<file path="src/rtl/tdm_demux4.sv">
// tdm_demux4 -- receive end of a 4:1 time-division multiplexed link.
//
// One shared data line carries channels a, b, c, d round-robin, one beat per
// slot, with the slot-0 beat flagged by sof. The block hunts for sof, tracks
// the slot, stages slots 0..2, and on the slot-3 beat loads all four channel
// outputs in a single edge so a..d always present one complete frame.
//
// Ports
//   clk          in   1      rising-edge clock
//   rst          in   1      synchronous active-high reset
//   inp          in   WIDTH  multiplexed data beat
//   in_valid     in   1      inp/sof valid this cycle; low = no state advance
//   sof          in   1      start of frame (legal only on the slot-0 beat)
//   a,b,c,d      out  WIDTH  channels 0..3 of the last complete frame
//   s            out  2      slot index expected for the next accepted beat
//   frame_valid  out  1      one-cycle pulse: a..d just loaded with a frame
//   sync_err     out  1      one-cycle pulse: framing violation detected
module tdm_demux4 #(
  parameter int WIDTH = 1
) (
  input  logic             clk,
  input  logic             rst,
  input  logic [WIDTH-1:0] inp,
  input  logic             in_valid,
  input  logic             sof,
  output logic [WIDTH-1:0] a,
  output logic [WIDTH-1:0] b,
  output logic [WIDTH-1:0] c,
  output logic [WIDTH-1:0] d,
  output logic [1:0]       s,
  output logic             frame_valid,
  output logic             sync_err
);

  typedef enum logic {HUNT, RUN} state_t;

  state_t           state_q, state_d;
  logic [1:0]       s_q, s_d;
  logic [WIDTH-1:0] stg_p0 [0:2];
  logic             wr_en;
  logic [1:0]       wr_idx;
  logic             load;
  logic             fv_d, se_d;

  always_comb begin
    state_d = state_q;
    s_d     = s_q;
    wr_en   = 1'b0;
    wr_idx  = s_q;
    load    = 1'b0;
    fv_d    = 1'b0;
    se_d    = 1'b0;
    if (in_valid) begin
      unique case (state_q)
        HUNT: begin
          // Beats without sof are dropped silently while hunting.
          if (sof) begin
            wr_en   = 1'b1;
            wr_idx  = 2'd0;
            s_d     = 2'd1;
            state_d = RUN;
          end
        end
        RUN: begin
          if (s_q == 2'd0) begin
            if (sof) begin
              wr_en  = 1'b1;
              wr_idx = 2'd0;
              s_d    = 2'd1;
            end else begin
              // Missing sof where a frame must start: lose lock.
              se_d    = 1'b1;
              s_d     = 2'd0;
              state_d = HUNT;
            end
          end else if (sof) begin
            // Early sof: drop the partial frame and resync on this beat.
            // Slots 1..2 of the old frame are overwritten before any load.
            se_d   = 1'b1;
            wr_en  = 1'b1;
            wr_idx = 2'd0;
            s_d    = 2'd1;
          end else if (s_q == 2'd3) begin
            load = 1'b1;
            fv_d = 1'b1;
            s_d  = 2'd0;
          end else begin
            wr_en = 1'b1;
            s_d   = s_q + 2'd1;
          end
        end
        default: begin
          state_d = HUNT;
          s_d     = 2'd0;
        end
      endcase
    end
  end

  // Stage p0: slot staging / stage p1: frame output registers
  always_ff @(posedge clk) begin
    if (rst) begin
      state_q     <= HUNT;
      s_q         <= 2'd0;
      frame_valid <= 1'b0;
      sync_err    <= 1'b0;
      stg_p0[0]   <= '0;
      stg_p0[1]   <= '0;
      stg_p0[2]   <= '0;
      a           <= '0;
      b           <= '0;
      c           <= '0;
      d           <= '0;
    end else begin
      state_q     <= state_d;
      s_q         <= s_d;
      frame_valid <= fv_d;
      sync_err    <= se_d;
      if (wr_en && (wr_idx != 2'd3)) begin
        stg_p0[wr_idx] <= inp;
      end
      if (load) begin
        a <= stg_p0[0];
        b <= stg_p0[1];
        c <= stg_p0[2];
        d <= inp;
      end
    end
  end

  assign s = s_q;

endmodule
</file>
<file path="config.mk">
export PLATFORM = sky130hd
export DESIGN_NAME = tdm_demux4
export DESIGN_NICKNAME = d
export VERILOG_FILES = /design/src/rtl/tdm_demux4.sv
export SDC_FILE = /design/constraint.sdc
export NUM_CORES = 1
export LEC_CHECK = 0
export CAP_MARGIN = 20
export CORE_MARGIN = 5
export CORE_UTILIZATION = 37
export CTS_CLUSTER_DIAMETER = 100
export DETAILED_ROUTE_END_ITERATION = 7
export PLACE_DENSITY = 0.67
export SETUP_SLACK_MARGIN = 0.2
export SLEW_MARGIN = 30
export SYNTH_ARGS = -nofsm -noshare
export SYNTH_HDL_FRONTEND = slang
export SYNTH_SLANG_ARGS = --single-unit
</file>
<file path="constraint.sdc">
create_clock -name clk -period 4.5 [get_ports clk]
set_input_delay 0.675 -clock clk [delete_from_list [all_inputs] [get_ports clk]]
set_output_delay 0.675 -clock clk [all_outputs]
set_load 0.005 [all_outputs]
</file>
# Word level (Yosys, flattened, before mapping)
# Memories as Yosys holds them, arrays and structs flattened. A register that Yosys moved wholly into a read port is not among the register bits.
# Cells that the tools add are included.
# totals
ff_bits,6
latch_bits,0
ram_bits,3
romBits,0
in_bits,5
wordCells,48
memories,1
# classes
add_sub_neg,1
n_mul,0
div_mod_pow,0
order_cmp,0
n_eq_ne,3
shift,0
mux,31
n_bitwise,2
n_reduce_logical,5
# mem_list
name,words,word_bits,read_ports,rd_ports_with_merged_regs,write_ports,line,rtl
stg_p0,3,1,3,3,3,39,logic [WIDTH-1:0] stg_p0 [0:2];
# ops
cell,count
$mux W1,21
$mux W2,7
$ne A2 B2 Y1 const B,2
$pmux W1 S2,2
$pmux W2 S2,1
$reduce_or A3 Y1,1
$add A2 B1 Y2 const B,1
$eq A2 B2 Y1 const B,1
$logic_not A2 Y1,1
$not A1 Y1,2
$reduce_and A2 Y1,1
$logic_and A1 B1 Y1,1
$reduce_or A1 Y1,1

# Depth between registers and ports, before layout
# logic_depth
word_depth,12
ltp_mapped,6
mapped_depth_nobuf,5

# Least setup slack after synthesis
# OpenSTA, ideal clock, no wires.
# synth_timing
path_kind,register -> register
startpoint,"register s_q[0], in the netlist s[0]"
endpoint,memory stg_p0[1] (enable)
setup_time_ps,304
t_arrival_ps,1260
t_required_ps,4196
path_slack_ps,2936
stages_incl_launch_ff,7
n_path_buf,1
cell_sequence,dfxtp_1 -> inv_1 -> ha_1 -> and4bb_1 -> buf_4 -> nand2_1 -> o21bai_1
# synth_lines
element,line,rtl
"start, declared",38,"logic [1:0] s_q, s_d;"
"start signal, assigned",104,s_q <= 2'd0;
"start signal, assigned",116,s_q <= s_d;
"end, declared",39,

==> results.sh <==
export IMPL_cp_slowest_stage_delay_ps=580
export IMPL_syn_mean_instance_area_sq_um=9.67
export IMPL_hpwlAfterDp_um=723
export IMPL_clockBufferDepth=2
export IMPL_grt_ovfl_total=0
export IMPL_clock_sinks=12
export IMPL_post_drt_via_cell_ratio=5.22
export IMPL_placed_cell_area_sq_um=699
export IMPL_endpoint_kind="flop"
export IMPL_synth_seq_cells=12
export IMPL_die_w_um=49.3
export IMPL_syn_inst=59
export IMPL_cts_tree="yes"
export IMPL_grt_first_pass_wirelength_um=1800
export IMPL_numCtsBuffers=3
export IMPL_fill_cells=134
export IMPL_drive_above_1_share=0.0685
export IMPL_maxCapViolations=0
export IMPL_design_core_area_sq_um=1490
export IMPL_power_leakage_nw=0.276
export IMPL_hold_violations=0
export IMPL_postRouteAntennaNets=0
export IMPL_synthesis_area_sq_um=571
export IMPL_synth_warnings=0
export IMPL_cts_setup_buffers=0
export IMPL_slew_headroom=0.666
export IMPL_syn_nets=67
export IMPL_htreeDepth=1
export IMPL_fin_skew_ps=0.443
export IMPL_run_status="finished clean"
export IMPL_num_io_pins=13
export IMPL_finalPower_uw=222
export IMPL_drtIter0Drc=3
export IMPL_synth_ff_type="dfxtp_1"
export IMPL_synth_common_cells="dfxtp_1 (9), nand2_1 (5), nor2_1 (5)"
export IMPL_clk_latency_ps=270
export IMPL_final_setup_tns_ps=0
export IMPL_vias=465
export IMPL_p_per_area_nw_per_um2=301
export IMPL_fp_row_count=14
export IMPL_synth_top_area_share=0.316
export IMPL_fin_area_sq_um=736
export IMPL_grt_max_degree=19
export IMPL_grt_pass1_vias=439
export IMPL_worstPathCellList="clkdlybuf4s50_1 > and4bb_1 > nand2_1 > o21bai_1"
export IMPL_start_util=0.383
export IMPL_cts_hold_buf=0
export IMPL_critPathLaunchType="input pin"
export IMPL_arrival_ps=1940
export IMPL_yosys_area_top_type="dfxtp_1"
export IMPL_io_buffer_count=12
export IMPL_gp_congestion=0.791
export IMPL_grt_total_usage=0.0937
export IMPL_async_flop_share=0
export IMPL_area_delta_synth_final_pct=28.9
export IMPL_wl_per_cell_um=11.6
export IMPL_fin_crit_sh=0.434
export IMPL_fmax_ghz=0.512
export IMPL_slowest_stage="clkdlybuf4s50_1"
export IMPL_diodes=0
export IMPL_dieHeight_um=49.3
export IMPL_synth_most_common_cell="dfxtp_1"
export IMPL_synth_cell_types=24
export IMPL_cts_resized=0
export IMPL_drt_total_wl_um=1030
export IMPL_setup_viol=0
export IMPL_fin_nets=82
export IMPL_worstSetupPathType="input pin to flop"
export IMPL_worst_slew_pin_slew_ps=499
export IMPL_clkTransAtPathRegs_ps=80
export IMPL_rsz0062_at_grt="false"
export IMPL_cts_root_buf="clkbuf_4"
export IMPL_seq_area_frac_synth=0.474
export IMPL_drtPass1Iterations=3
export IMPL_drc=0
export IMPL_die_area_sq_um=2430
export IMPL_synth_area_top_cells="dfxtp_1 (32%), edfxtp_1 (16%), ha_1 (6.6%), nand4b_1 (6.1%), nand2b_1 (4.4%)"
export IMPL_hold_class="flop to flop"
export IMPL_period_needed_ps=1950
export IMPL_synth_edff_count=3
export IMPL_drv_slew=0
export IMPL_fin_util=0.494
export IMPL_holdWs_ps=466
export IMPL_crit_fanout=8
export IMPL_cp_data_required_time_ps=4490
export IMPL_antenna_found_initial=0
export IMPL_ir_drop_uv=198
-- final timing paths --
path / to / depth (start not counted) / slack (ps) / startpoint
hold / removal: a / 2 / 470 / a
setup / recovery: stg_p0[2] / 4 / 2550 / in_valid
hold reg to reg: a / 2 / 470 / a
setup reg to reg: stg_p0[2] / 5 / 2730 / s[0]
-- cells in the final DEF (no fill, tap or decap), types with 4 or more instances in the layout --
cell type | synthesis | routed
clkdlybuf4s50_1 | 0 | 12
dfxtp_1 | 9 | 9
nand2_1 | 5 | 5
nand2b_1 | 4 | 4
nand4b_1 | 4 | 4
nor2_1 | 5 | 5
o21ai_1 | 4 | 4
-- through the flow --
| step | cells | setup WS (ps) |
|---|---|---|
| floorplan | 59 | 2940 |
| global placement | 85 | 2310 |
| detailed placement | 85 | 2260 |
| CTS | 89 | 2560 |
| global route | 89 | 2430 |
| finish | 89 | 2550 |
-- worst max-delay path, delay by kind of cell --
kind / cells / cell delay (ps)
AO/OA/AOI/OAI: 1 / 170
AND/OR/NAND/NOR: 2 / 510
buffers and inverters: 1 / 580
-- registers in the layout (all words and copies together), names as in the netlist --
| signal | cells |
|---|---|
| stg_p0 | 3 |
| s | 2 |
| a | 1 |
| b | 1 |
| c | 1 |
| d | 1 |
| frame_valid | 1 |
| state_q | 1 |
| sync_err | 1 |
-- per-layer routing --
metal	vias to the layer above	global-route usage	wire, um
met3	2	0.0489	86
met2	14	0.144	442
met5	-	0	0
met4	0	0.0269	9
met1	209	0.113	496
li1	240	-	-
-- power by group --
part	leakage, nW	switching (mW)	internal [mW]
Clock	0.0210	0.0386	0.0492
Combinational	0.151	0.00878	0.00997
Sequential	0.104	0.00220	0.113
-- cells by family after synthesis --
kind of cell | after synthesis | share of synthesized area
flops | 12 | 0.474
simple gates | 25 | 0.270
buf+inv | 5 | 0.0395
compound gates | 14 | 0.151
fa+ha+maj | 3 | 0.0658
-- cell type report --
class	instances	area, sq um	area share
Multi-Input combinational cell	42	278	0.378
Inverter	3	11.3	0.0153
Clock buffer	4	36.3	0.0493
Tap cell	16	20.0	0.0272
Sequential cell	12	270	0.367
Timing Repair Buffer	12	120	0.163
No activity file was read; power rests on OpenSTA's default activity.
==> RTL change 1: new RTL, same flow settings <==
Put one more register stage on the output `d`. The value now appears one clock later. The other outputs are not delayed to match. Comments in the files are not updated.
--- a/src/rtl/tdm_demux4.sv
+++ b/src/rtl/tdm_demux4.sv
@@ -35,2 +35,4 @@
   typedef enum logic {HUNT, RUN} state_t;
+
+  logic [WIDTH-1:0] d_s0;
 
@@ -112,3 +114,3 @@
       c           <= '0;
-      d           <= '0;
+      d_s0        <= '0;
     end else begin
@@ -125,3 +127,3 @@
         c <= stg_p0[2];
-        d <= inp;
+        d_s0 <= inp;
       end
@@ -132,2 +134,6 @@
 
+  always_ff @(posedge clk) begin
+    d <= d_s0;
+  end
+
 endmodule
Behaviour: not the same (Yosys sat finds a counterexample within 10 cycles, from zero or initial values and one cycle with rst high).
==> RTL change 1 against the unedited design <==
- maximum frequency grew 0.35%
- via count shrank 0.22%
- synthesized cell count grew 1.7%
- final area grew 1.4%
- sequential cell count grew 1
- wire length is the same
- highest routed layer unchanged
- critical endpoint unchanged
- core utilization grew 0.090 points
- register-to-register slack gained 0.03 ns
- cell count grew 1.1%
- worst setup slack gained 0.0068 ns
- area after synthesis grew 3.5%
- total power shrank 3.8%
==> RTL change 1: results (changes against the unedited design) <==
Placed design
  – Routability Congestion: 0.7572 (-4.2%)
  – DP HPWL: 714.3 um (-1.2%)
  – Post-DP Area: 719.4 um2 (+2.9%)
  – Worst slack at placement: 2.267 ns (+0.008570 ns)
  – Placed insts: 86 (+1.2%)

Synth
  – Top cells by count, synth: dfxtp_1, nand2_1, nor2_1
  – Top-area cell type share of the netlist area: 0.3390 (+0.02319)
  – Post-synthesis adder-cell area fraction: 0.06356 (-0.002230)
  – Synth Area in Compound Gates: 0.1462 (-0.005129)
  – Synth Net Count: 68 (+1.5%)

Cells and area
  – Post-Layout Cell Count: 90 (+1.1%)
  – # fillers: 149 (+11%)
  – Layout cells sized above 1: 0.05405 (-0.01444)

Global route
  – Tot GR Track Use: 0.1005 (+0.006841)
  – First-pass GRT wire length: 1.876 mm (+4.2%)

Worst setup path
  – Reg2reg setup slack: 2.76 ns (+0.03 ns)

Route
  – DR WL met3: 83 um (-3.5%)
  – Met1 WL: 486 um (-2.0%)
  – Routed WL: 1.034 mm (unchanged)
  – Met2 Wirelength: 455 um (+2.9%)
  – Pre-Repair DR Iteration Count: 4 (+1)

Timing
  – Final Skew: 0.003554 ns (+0.003111 ns)
  – Hold Slack: 0.3641 ns (-0.1019 ns)

Status
  – Outcome: complete, no violations

Hold path
  – Hold EP: d

Power
  – IR drop worst, VDD: 0.0002012 V (+1.8%)
RTL change 1: changes by cell type after synthesis:
cell	before	now
dfxtp_1	9	10
RTL change 1: power breakdown:
part | total, mW | switching, mW | internal (mW)
Clock | 0.0710 | 0.0367 | 0.0343
Sequential | 0.124 | 0.00230 | 0.122
Combinational | 0.0182 | 0.00832 | 0.00990
RTL change 1: per-layer routing:
| metal | GRT usage | up-vias |
|---|---|---|
| met5 | 0 | - |
| met1 | 0.1353 | 207 |
| met2 | 0.1292 | 13 |
| li1 | - | 242 |
| met4 | 0.03930 | 0 |
| met3 | 0.05723 | 2 |
RTL change 1: critical path, cell delays in order:
cell and delay (ns):
clkdlybuf4s50_1 0.59, and4bb_1 0.39, nand2_1 0.11, o21bai_1 0.17
RTL change 1: area by class of cell:
type                    instances  area, um2  area share
repair buffers                 12      120.1      0.1611
inverters                       3      11.26     0.01510
flip-flops and latches         13      290.3      0.3893
multi-input cells              42      277.8      0.3725
clock buffers                   4      26.28     0.03523
well taps                      16      20.02     0.02685
==> RTL change 2: new RTL, same flow settings <==
Without the edit above. Remove the register `frame_valid`: a continuous assignment takes its place, so the output `frame_valid` follows one clock earlier. Comments in the files are not updated.
--- a/src/rtl/tdm_demux4.sv
+++ b/src/rtl/tdm_demux4.sv
@@ -104,3 +104,2 @@
       s_q         <= 2'd0;
-      frame_valid <= 1'b0;
       sync_err    <= 1'b0;
@@ -116,3 +115,2 @@
       s_q         <= s_d;
-      frame_valid <= fv_d;
       sync_err    <= se_d;
@@ -130,2 +128,4 @@
 
+  assign frame_valid = fv_d;
+
   assign s = s_q;
Formal check against the unedited RTL: not equivalent (a bounded check fails within 4 cycles, from zero or initial values and one cycle with rst high).
==> RTL change 2 against the unedited design <==
- non-clock buffer count stayed put
- synthesized cell count is 8.5% lower
- area after synthesis is 3.5% lower
- clock skew is 0.0011 ns higher
- maximum frequency is 35% lower
- sequential cell count is 1 lower
- cell count is 5.6% lower
- worst setup slack worse by 1.1 ns
- wire length is 5.2% higher
- final area is 4.6% lower
- first-iteration DRC count is 33% higher
- global-route usage is 1.1 points higher
- total power is 12% lower
- critical path type is now in2out
- critical endpoint is now frame_valid
==> RTL change 2: results (changes against the unedited design) <==
Worst setup path
  – Critical path launch point: in_valid
  – Critical Path Fanout Max: 8 (unchanged)
  – CP max stage delay: 0.59 ns
  – R2r worst-path depth: 5 (unchanged)
  – Reg2reg setup slack: 2.67 ns (-0.06 ns)
  – Worst r2r src: s[0]
  – Worst Setup EP: frame_valid
  – RR Endpoint: stg_p0[2]
  – CP arrival: 2.35 ns (+0.41 ns)

Cells and area
  – N_diodes: 0 (unchanged)
  – Final Net Count: 77 (-6.1%)
  – Max FFs per register: 3 (unchanged)
  – # fillers: 138 (+3.0%)
  – Biggest register: stg_p0
  – Layout cells sized above 1: 0.08824 (+0.01974)

Global route
  – Antenna violations before repair: 0 (unchanged)
  – Vias in the first global route: 441 (+0.46%)
  – Tot GR Track Use: 0.1049 (+0.01128)
  – GR Overflow Total: 0 (unchanged)
  – Pin count of the biggest net entering global routing: 17 (-2)
  – First-pass GRT wire length: 1.966 mm (+9.2%)

Hold path
  – Worst Hold Class: reg2reg
  – Min-delay src: c

Route
  – Avg WL per Cell: 12.95 um (+11%)
  – First DRT Iteration DRCs: 4 (+1)
  – Pre-Repair DR Iteration Count: 4 (+1)
  – Vias per Instance: 5.262 (+0.71%)

Clocking
  – PostCTS Resize Cnt: 0 (unchanged)
  – Post-CTS Setup Repair Bufs: 0 (unchanged)
  – Inserted Clock Buffers: 3 (unchanged)
  – Clk_lat worst skew: 0.27 ns (about the same)
  – H-tree levels: 1 (unchanged)
  – Clock root cell: clkbuf_4
  – Max clock buf depth: 2 (unchanged)
  – Worst-path clk slew: 0.07 ns

Synth
  – Post-synth EDFFs: 3 (unchanged)
  – Top cells by area, synth: dfxtp_1, edfxtp_1, ha_1
  – Top cells by count, synth: dfxtp_1, nand2b_1
  – Register area share after synthesis: 0.4545 (-0.01914)
  – Avg Inst Size Synth: 10.19 um2 (+5.4%)
  – Top_reg_cell synth: dfxtp_1
  – Yosys warns: 0 (unchanged)
  – Synth Net Count: 62 (-7.5%)
  – Synth cell types: 25 (+4.2%)

Status
  – Outcome: complete, no violations

Power
  – Sequential group power: 0.107 mW (-7%)
  – Leak pwr: 0.2545 nW (-7.8%)
  – Switch share: 0.2340 (+0.01046)
  – Comb pwr: 0.0186 mW
  – IR drop worst, VDD: 0.0002061 V (+4.3%)
  – Internal power: 0.1487 mW (-14%)

Timing
  – Actual slew at the worst max-slew pin: 0.4678 ns (-0.03100 ns)
  – Final Skew: 0.001507 ns (+0.001065 ns)

Placed design
  – DP HPWL: 772.2 um (+6.8%)
  – I/O Buffers: 12 (unchanged)
  – Routability Congestion: 0.8124 (+2.8%)
RTL change 2: changes by cell type in the layout (fill, tap and decap cells not counted), sizes merged, moves of 2 or more:
cell    before  now
nand2        5    2
nor2         5    2
a31o         0    2
nand2b       4    6
nor4         0    2
o21bai       2    0
RTL change 2: kinds of logic (layout without fill, tap and decap cells):
kind of cell             Yosys count  after routing  synth area share
AO/OA/AOI/OAI                     13             13            0.1523
adder cells (fa/ha/maj)            3              3           0.06819
buffers and inverters              5             19           0.04772
flip-flops                        11             11            0.4545
multiplexers                       1              1           0.01818
AND/OR/NAND/NOR                   21             21            0.2591
RTL change 2: worst min-delay path by stage:
stage                     endpoint  slack (ns)  cells after the start
after global routing             b        0.49                      2
final                            c        0.47                      2
after detailed placement         c        0.46                      2
after global placement           c        0.46                      2
after floorplan                  a        0.46                      2
after CTS                        c        0.47                      2
RTL change 2: per-layer routing:
layer / global-route usage / vias up / wire length (um)
met5: 0 / - / 0
met4: 0.01345 / 0 / 8
met3: 0.07055 / 2 / 89
met2: 0.1500 / 12 / 453
met1: 0.1337 / 201 / 537
li1: - / 227 / -
RTL change 2: final cells by class:
class	count	share of cell area
sequential	11	0.3565
inverter	3	0.01604
clock buffer	4	0.03743
multi-input combinational	38	0.3904
timing repair buffer	12	0.1711
tap	16	0.02852
RTL change 2: metrics by stage:
stage	hold slack [ns]	instance area [um2]	utilization	setup WS (ns)	cells
global placement	0.4585	675.6	0.4647	1.516	80
detailed placement	0.4581	675.6	0.4647	1.471	80
floorplan	0.4580	550.5	-	2.500	54
global route	0.4910	701.9	0.4828	1.407	84
CTS	0.4699	701.9	0.4828	1.477	84
finish	0.4652	701.9	0.4828	1.475	84
RTL change 2: worst max-delay path, delay by kind of cell:
family        cells  cell delay, ns
simple gates      2            0.55
buf+inv           2            1.12
